## src/rtl/osbm.sv

```systemverilog
// Output-side switch buffer manager: round-robin grant of one input per packet,
// drives that input's read enable and forwards its flits until the tail passes.
module osbm #(
    parameter int NPORT  = 4,
    parameter int OUT_ID = 0,
    parameter int DW     = 32
) (
    input  logic                   clk,
    input  logic                   rst,
    input  logic [NPORT*NPORT-1:0] req_in,
    input  logic [NPORT-1:0]       empty,
    input  logic [NPORT*DW-1:0]    din,
    input  logic [NPORT*2-1:0]     cmd_in,
    input  logic                   full,
    output logic [NPORT-1:0]       ack,
    output logic [DW-1:0]          dout,
    output logic [1:0]             cmd_out,
    output logic                   we
);
    localparam int PW = (NPORT > 1) ? $clog2(NPORT) : 1;
    localparam logic [1:0] CMD_TAIL = 2'b11;

    typedef enum logic {
        IDLE  = 1'b0,
        GRANT = 1'b1
    } state_t;

    state_t          state_reg, state_next;
    logic [PW-1:0]   grant_reg, grant_next;
    logic [PW-1:0]   rr_ptr_reg, rr_ptr_next;
    logic [DW-1:0]   dout_reg, dout_next;
    logic [1:0]      cmd_reg, cmd_next;
    logic            we_reg, we_next;

    logic [NPORT-1:0] cand;
    logic [DW-1:0]    din_arr [NPORT];
    logic [1:0]       cmd_arr [NPORT];
    logic [DW-1:0]    sel_data;
    logic [1:0]       sel_cmd;
    logic             xfer;
    logic [PW-1:0]    pick;
    logic             pick_valid;
    int               idx;

    // Only bit OUT_ID of each slice matters; the reduction keeps the rest visibly consumed.
    logic unused_req_bits;
    assign unused_req_bits = ^req_in;

    generate
        for (genvar gi = 0; gi < NPORT; gi++) begin : g_port
            assign cand[gi]    = req_in[gi*NPORT + OUT_ID];
            assign din_arr[gi] = din[gi*DW +: DW];
            assign cmd_arr[gi] = cmd_in[gi*2 +: 2];
        end
    endgenerate

    assign sel_data = din_arr[grant_reg];
    assign sel_cmd  = cmd_arr[grant_reg];

    // Scan from the farthest offset down so the nearest requester at/after rr_ptr wins.
    always_comb begin
        pick       = rr_ptr_reg;
        pick_valid = 1'b0;
        idx        = 0;
        for (int i = NPORT - 1; i >= 0; i--) begin
            idx = int'(rr_ptr_reg) + i;
            if (idx >= NPORT) begin
                idx = idx - NPORT;
            end
            if (cand[PW'(idx)]) begin
                pick       = PW'(idx);
                pick_valid = 1'b1;
            end
        end
    end

    always_comb begin
        ack = '0;
        if ((state_reg == GRANT) && !empty[grant_reg] && !full) begin
            ack[grant_reg] = 1'b1;
        end
    end

    assign xfer = |ack;

    always_comb begin
        state_next  = state_reg;
        grant_next  = grant_reg;
        rr_ptr_next = rr_ptr_reg;
        dout_next   = dout_reg;
        cmd_next    = cmd_reg;
        we_next     = 1'b0;
        case (state_reg)
            IDLE: begin
                if (pick_valid) begin
                    grant_next = pick;
                    state_next = GRANT;
                end
            end
            GRANT: begin
                if (xfer) begin
                    dout_next = sel_data;
                    cmd_next  = sel_cmd;
                    we_next   = 1'b1;
                    // Only a tail releases the grant; the finisher drops to lowest priority.
                    if (sel_cmd == CMD_TAIL) begin
                        state_next  = IDLE;
                        rr_ptr_next = (grant_reg == PW'(NPORT - 1)) ? '0 : grant_reg + 1'b1;
                    end
                end
            end
            default: state_next = IDLE;
        endcase
    end

    always_ff @(posedge clk or negedge rst) begin
        if (!rst) begin
            state_reg  <= IDLE;
            grant_reg  <= '0;
            rr_ptr_reg <= '0;
            dout_reg   <= '0;
            cmd_reg    <= '0;
            we_reg     <= 1'b0;
        end else begin
            state_reg  <= state_next;
            grant_reg  <= grant_next;
            rr_ptr_reg <= rr_ptr_next;
            dout_reg   <= dout_next;
            cmd_reg    <= cmd_next;
            we_reg     <= we_next;
        end
    end

    assign dout    = dout_reg;
    assign cmd_out = cmd_reg;
    assign we      = we_reg;

endmodule

```

## config.mk

```make
export PLATFORM = sky130hd
export DESIGN_NAME = osbm
export DESIGN_NICKNAME = d
export VERILOG_FILES = /design/src/rtl/osbm.sv
export SDC_FILE = /design/constraint.sdc
export NUM_CORES = 1
export LEC_CHECK = 0
export ABC_AREA = 1
export CAP_MARGIN = 20
export CORE_AREA = 5 5 96 98
export DETAILED_ROUTE_END_ITERATION = 10
export DIE_AREA = 0 0 101 103
export GPL_TIMING_DRIVEN = 0
export HOLD_SLACK_MARGIN = 0.03
export PLACE_DENSITY = 0.9
export SLEW_MARGIN = 20
export SYNTH_ARGS = -nofsm -noshare
export SYNTH_HDL_FRONTEND = slang
export SYNTH_SLANG_ARGS = --single-unit
export TNS_END_PERCENT = 5
```

## constraint.sdc

```tcl
create_clock -name clk -period 2.6 [get_ports clk]
set_clock_uncertainty 0.1 [all_clocks]
set_input_delay 0.39 -clock clk [delete_from_list [all_inputs] [get_ports clk]]
set_output_delay 0.39 -clock clk [all_outputs]
set_load 0.01 [all_outputs]
```

=== Yosys cells after proc, flatten, opt, wreduce, memory -nomap -nowiden ===
Cells that the tools add are included.

* Register bits after elaboration: 40
* Bits in latches: 0
* RAM bits: 0
* Bits in read-only memories: 0
* Input bits: 159
* Output and inout port bits: 39
* Logic and storage cells: 80
* Memories kept: 0

* Add/sub/neg operators: 8
* Multipliers: 0
* Div/mod/pow operators: 0
* Order comparisons: 11
* Eq/ne operators: 2
* Shift operators: 0
* Mux-type cells: 42
* Bitwise logic cells: 2
* Reduce and logical (&&, ||, !) cells: 9

{| class="wikitable"
|+ Operator list
! kind !! number
|-
| binary-select mux 32 bit (select 2 bit) || 1
|-
| two-way mux 32 bit || 2
|-
| two-way mux 2 bit || 11
|-
| two-way mux 1 bit || 19
|-
| < comparator 2 x 4 -> 1 bit (second input constant) || 4
|-
| greater-or-equal comparator 3 bit (second input constant) || 4
|-
| binary-select mux 1 bit (select 2 bit) || 5
|-
| subtractor 2 x 1 -> 2 bit (second input constant) || 4
|-
| adder 2 x 2 -> 3 bit (second input constant) || 2
|-
| binary-select mux 2 bit (select 2 bit) || 1
|-
| == test 2 bit (second input constant) || 2
|-
| two-way mux 4 bit || 1
|-
| AND reduction 2 bit || 2
|-
| OR reduction 4 bit || 1
|-
| adder 2 x 1 -> 3 bit (second input constant) || 1
|-
| greater-or-equal comparator 2 x 3 -> 1 bit (second input constant) || 1
|-
| logical AND 1 bit || 3
|-
| < comparator 2 x 3 -> 1 bit (second input constant) || 1
|-
| inverter 2 -> 3 bit || 1
|-
| AND reduction 3 bit || 1
|-
| adder 2 x 1 -> 2 bit (second input constant) || 1
|-
| demux 1 bit (select 2 bit) || 1
|-
| greater-or-equal comparator 2 x 1 -> 1 bit (second input constant) || 1
|-
| logical NOT 1 bit || 2
|-
| 2 further kinds || 2
|}

=== Longest topological paths before layout ===
* Depth in word-level cells: 12
* Depth in mapped cells: 12
* Gate-level depth less buffers: 10

=== Worst setup path after synthesis ===
No wires, ideal clock.

* Kind: register to register
* From: reg grant_reg[0]
* To: reg cmd_reg[1], in the netlist cmd_out[1]
* Setup time: 0.117 ns
* Arrival: 1.747 ns
* Data required time: 2.383 ns
* Slack: 0.636 ns
* Stages on the path, launching flop included: 12
* Clock period less this slack: 1.964 ns
* Path through: dfrtp_1 buf_6 inv_6 buf_2 buf_2 ha_1 o21ai_4 nand2_2 buf_6 buf_6 nand2_1 nand2_1

* Cells in the longest elaborated chain, start to end: 8
* Elaborated cells on any way between the ends: 17
* Classes of those cells: order compare (2); mux (8); bitwise (1); reduce/logical (6)

{| class="wikitable"
|+ RTL lines
! item !! RTL line !! RTL
|-
| from (decl) || 29 || <nowiki>logic [PW-1:0] grant_reg, grant_next;</nowiki>
|-
| from (signal assigned) || 126 || <nowiki>grant_reg <= grant_next;</nowiki>
|-
| branches (longest 8 deep; another with < comparator 2 x 3 -> 1 bit) || -- ||
|-
| to (signal assigned) || 129 || <nowiki>cmd_reg <= cmd_next;</nowiki>
|-
| to (decl) || 32 || <nowiki>logic [1:0] cmd_reg, cmd_next;</nowiki>
|}

Parallel ways; which one is timed is not known. The select of a mux whose other input is x is not followed.
A chain may end at the register's enable or synchronous reset.

=== Worst setup path in the final report ===
* From: reg grant_reg[0]
* To: out ack[0]

* Cells in the longest elaborated chain, start to end: 6
* Elaborated cells on any way between the ends: 11
* Classes of those cells: order compare (2); mux (5); reduce/logical (4)

{| class="wikitable"
|+ RTL lines
! item !! RTL line !! RTL
|-
| branches (longest 5 deep; another with < comparator 2 x 3 -> 1 bit) || -- ||
|-
| two-way mux 4 bit * || 79 || <nowiki>if ((state_reg == GRANT) && !empty[grant_reg] && !full) begin</nowiki>
|-
| to (decl) || 15 || <nowiki>output logic [NPORT-1:0] ack,</nowiki>
|}

Mark *: on every way between the ends. The select of a mux whose other input is x is not followed.

==> impl_results.md <==
- Drc violations: 0
- Worst setup EP type: primary output
- Setup WS pre-CTS: -0.0963 ns
- Max-slew violation count: 0
- Hold Path Class: flip-flop to flip-flop
- Detail Route Antenna Nets: 0
- Hold path endpoint: state_reg
- Hold_sp: state_reg
- Inserted Clock Buffers: 5
- Hold path depth: 2
- RSZ-0062 raised after global routing: no
- Most frequent cells in the layout: 180 x clkdlybuf4s50_1, 101 x nand2_1, 77 x nor2_1
- Starting Density: 0.342
- CTS H-tree depth: 2
- Status: finished, final reports clean
- Setup TNS: 0 ns
- Synth Area in XOR/XNOR: 0.00610
- # IOs: 198
- Min cycle time layout: 2.48 ns
- Die H: 103 µm
- Synth unique cells: 22
- CP required: 2.11 ns
- Vias in the first global route: 3994
- Layout area overhead: 74.8%
- Multi-input gate area: 1620 µm²
- CP startpoint kind: flip-flop
- Synth area leaders: dfrtp_1 35%, nand2_1 13%, o21ai_0 12%
- Main combinational cell family by area after synthesis: simple AND/OR/NAND/NOR gates
- Crit path cell chain: buf_6 -> inv_6 -> buf_4 -> buf_8 -> ha_2 -> inv_1 -> nor2_1 -> dlygate4sd2_1
- Syn. warnings: 0
- Critical Path Max Stage Delay: 0.42 ns
- Max Cap Viol: 0
- Fin worst setup slack: 0.119 ns
- Setup violations, final: 0
- HPWL Detailed: 9.80 mm
- Clock transition at path regs: 0.08 ns
- Pre-Repair DR Iteration Count: 5
- Max reg flops: 32
- Most common cell after layout, fill and taps aside: clkdlybuf4s50_1
- Final Util: 0.599
- Drt wl/cell: 16.7 µm
- Register Area: 1000 µm²
- FP Rows: 34
- Pwr dens: 938 nW/µm²
- Cell at the root of the clock tree: clkbuf_8
- CTS Sinks: 40
- Largest net degree at the start of global routing: 22
- GP Congestion: 0.913
- Slew margin rel.: 0.578
- First-pass GRT wire length: 19.5 mm
- Peak Freq: 403 MHz
- Die area: 10400 µm²
- Setup bufs post-CTS: 0
- DRT iter0 DRCs: 142
- Die W: 101 µm
- Final hold vios: 0
- Critical path type: flip-flop to primary output
- Crit path max fanout: 11
- Yosys reg bits: 40
- Hold WS: 0.392 ns
- Compound-gate portion of the synthesized area: 0.212
- Critical path's slowest cell: dfrtp_1
- Worst r2r src: grant_reg[0]
- Synth Instances: 437
- Cell taking the most area after synthesis: dfrtp_1
- GR Util All Layers: 0.237
- Clock latency on the worst-skew pair: 0.28 ns
- GRT Residual Overflow: 0
- IO Port Bufs: 185
- Vias after detailed routing: 3835
- Vias per inst: 5.18
- CTS tree: done
- Clock tree buffer depth: 2
- Core Footprint: 8380 µm²
- Layout cell share with drive strength beyond 1: 0.0570
- Simple-gate share of the synthesized area: 0.327
- Initial antenna violation count: 0
- Synth top area share: 0.349
- Worst slew pin tran: 0.633 ns
- Peak supply drop: 0.356 mV
- Worst R2R Path Depth: 9
- Synthesized area per cell: 6.57 µm²
- Static leakage: 2.25 nW
- Mux contribution to synthesized area: 0
- Total power: 4.70 mW
- CP arrival: 1.99 ns
- Syn Std Cell Area: 2870 µm²
- Synthesized Nets: 600
- Fin nets: 794
- Seq/Total Area, Yosys: 0.349
- Total wire length: 12.4 mm
- Fillers: 737
- Inserted Diodes: 0
- Fin crit share: 0.954
- Adder-Cell Fraction of Synth Area: 0.0174
- Worst r2r dst: dout[22]
- Reg2reg setup slack: 0.33 ns
-- synth_stat cells --
| master | n |
|---|---|
| buf_2 | 8 |
| nand2_1 | 101 |
| ha_1 | 4 |
| clkinv_4 | 1 |
| nand2_2 | 2 |
| xnor2_1 | 1 |
| nor2_1 | 77 |
| dfrtp_1 | 40 |
| buf_4 | 1 |
| buf_6 | 4 |
| o21ai_0 | 71 |
| nand3_1 | 47 |
| o22ai_1 | 34 |
| xor2_1 | 1 |
| nor2_4 | 1 |
| nor2_2 | 2 |
| o21ai_4 | 2 |
| o21ai_2 | 1 |
| inv_1 | 17 |
| buf_1 | 1 |
| inv_6 | 1 |
| clkbuf_1 | 20 |
-- power by group --
group / switching (mW) / internal [mW] / total [mW]
clock: 0.219 / 0.216 / 0.435
combinational: 1.77 / 1.40 / 3.17
sequential: 0.180 / 0.923 / 1.10
-- worst max-delay path by stage --
stage | startpoint | endpoint | slack, ns | cells past startpoint
after global placement | grant_reg[0] | ack[0] | -0.06 | 8
final | grant_reg[0] | ack[0] | 0.12 | 8
after CTS | grant_reg[0] | ack[3] | 0.03 | 9
after detailed placement | grant_reg[0] | ack[0] | -0.1 | 8
after global routing | grant_reg[0] | ack[0] | 0.01 | 8
after floorplan | grant_reg[0] | cmd_out[1] | 0.64 | 11
-- stage by stage --
step	instance area, µm²	std cells
global placement	4860	730
global route	5020	740
CTS	5010	740
floorplan	2870	437
finish	5020	740
detailed placement	4880	731
-- per-layer routing --
metal / share of wire / up-vias / wire length, µm / GRT usage
li1: - / 1848 / - / -
met1: 0.37 / 1739 / 4640 / 0.265
met2: 0.48 / 223 / 5990 / 0.433
met3: 0.12 / 25 / 1460 / 0.0737
met4: 0.023 / 0 / 290 / 0.0654
met5: 0 / - / 0 / 0
-- cell type report --
cell class	instances	area share
multi-input cells	344	0.324
well taps	108	0.0269
clock buffers	7	0.0172
plain buffers	34	0.0387
flip-flops and latches	40	0.200
inverters	19	0.0162
clock inverters	1	0.00150
repair buffers	187	0.376
-- worst max-delay path: cells and delay by family, from the launching register on --
| family | cells | cell delay (ns) |
|---|---|---|
| buf+inv | 6 | 0.93 |
| simple gates | 1 | 0.12 |
| fa+ha+maj | 1 | 0.22 |
| flops | 1 | 0.42 |
-- logic make-up after synthesis --
| group | Yosys count |
|---|---|
| xor+xnor | 2 |
| compound gates | 108 |
| fa+ha+maj | 4 |
| simple gates | 230 |
| buf+inv | 53 |
| flops | 40 |
-- timing repair --
| action | 4_1_cts | 5_1_grt |
|---|---|---|
| hold buffers | 1 | 0 |
| endpoints found under the setup margin | 3 | 3 |
| gates resized for setup | 11 | 3 |
| endpoints found under the hold margin | 19 | 0 |
No activity file was read; power rests on OpenSTA's default activity.
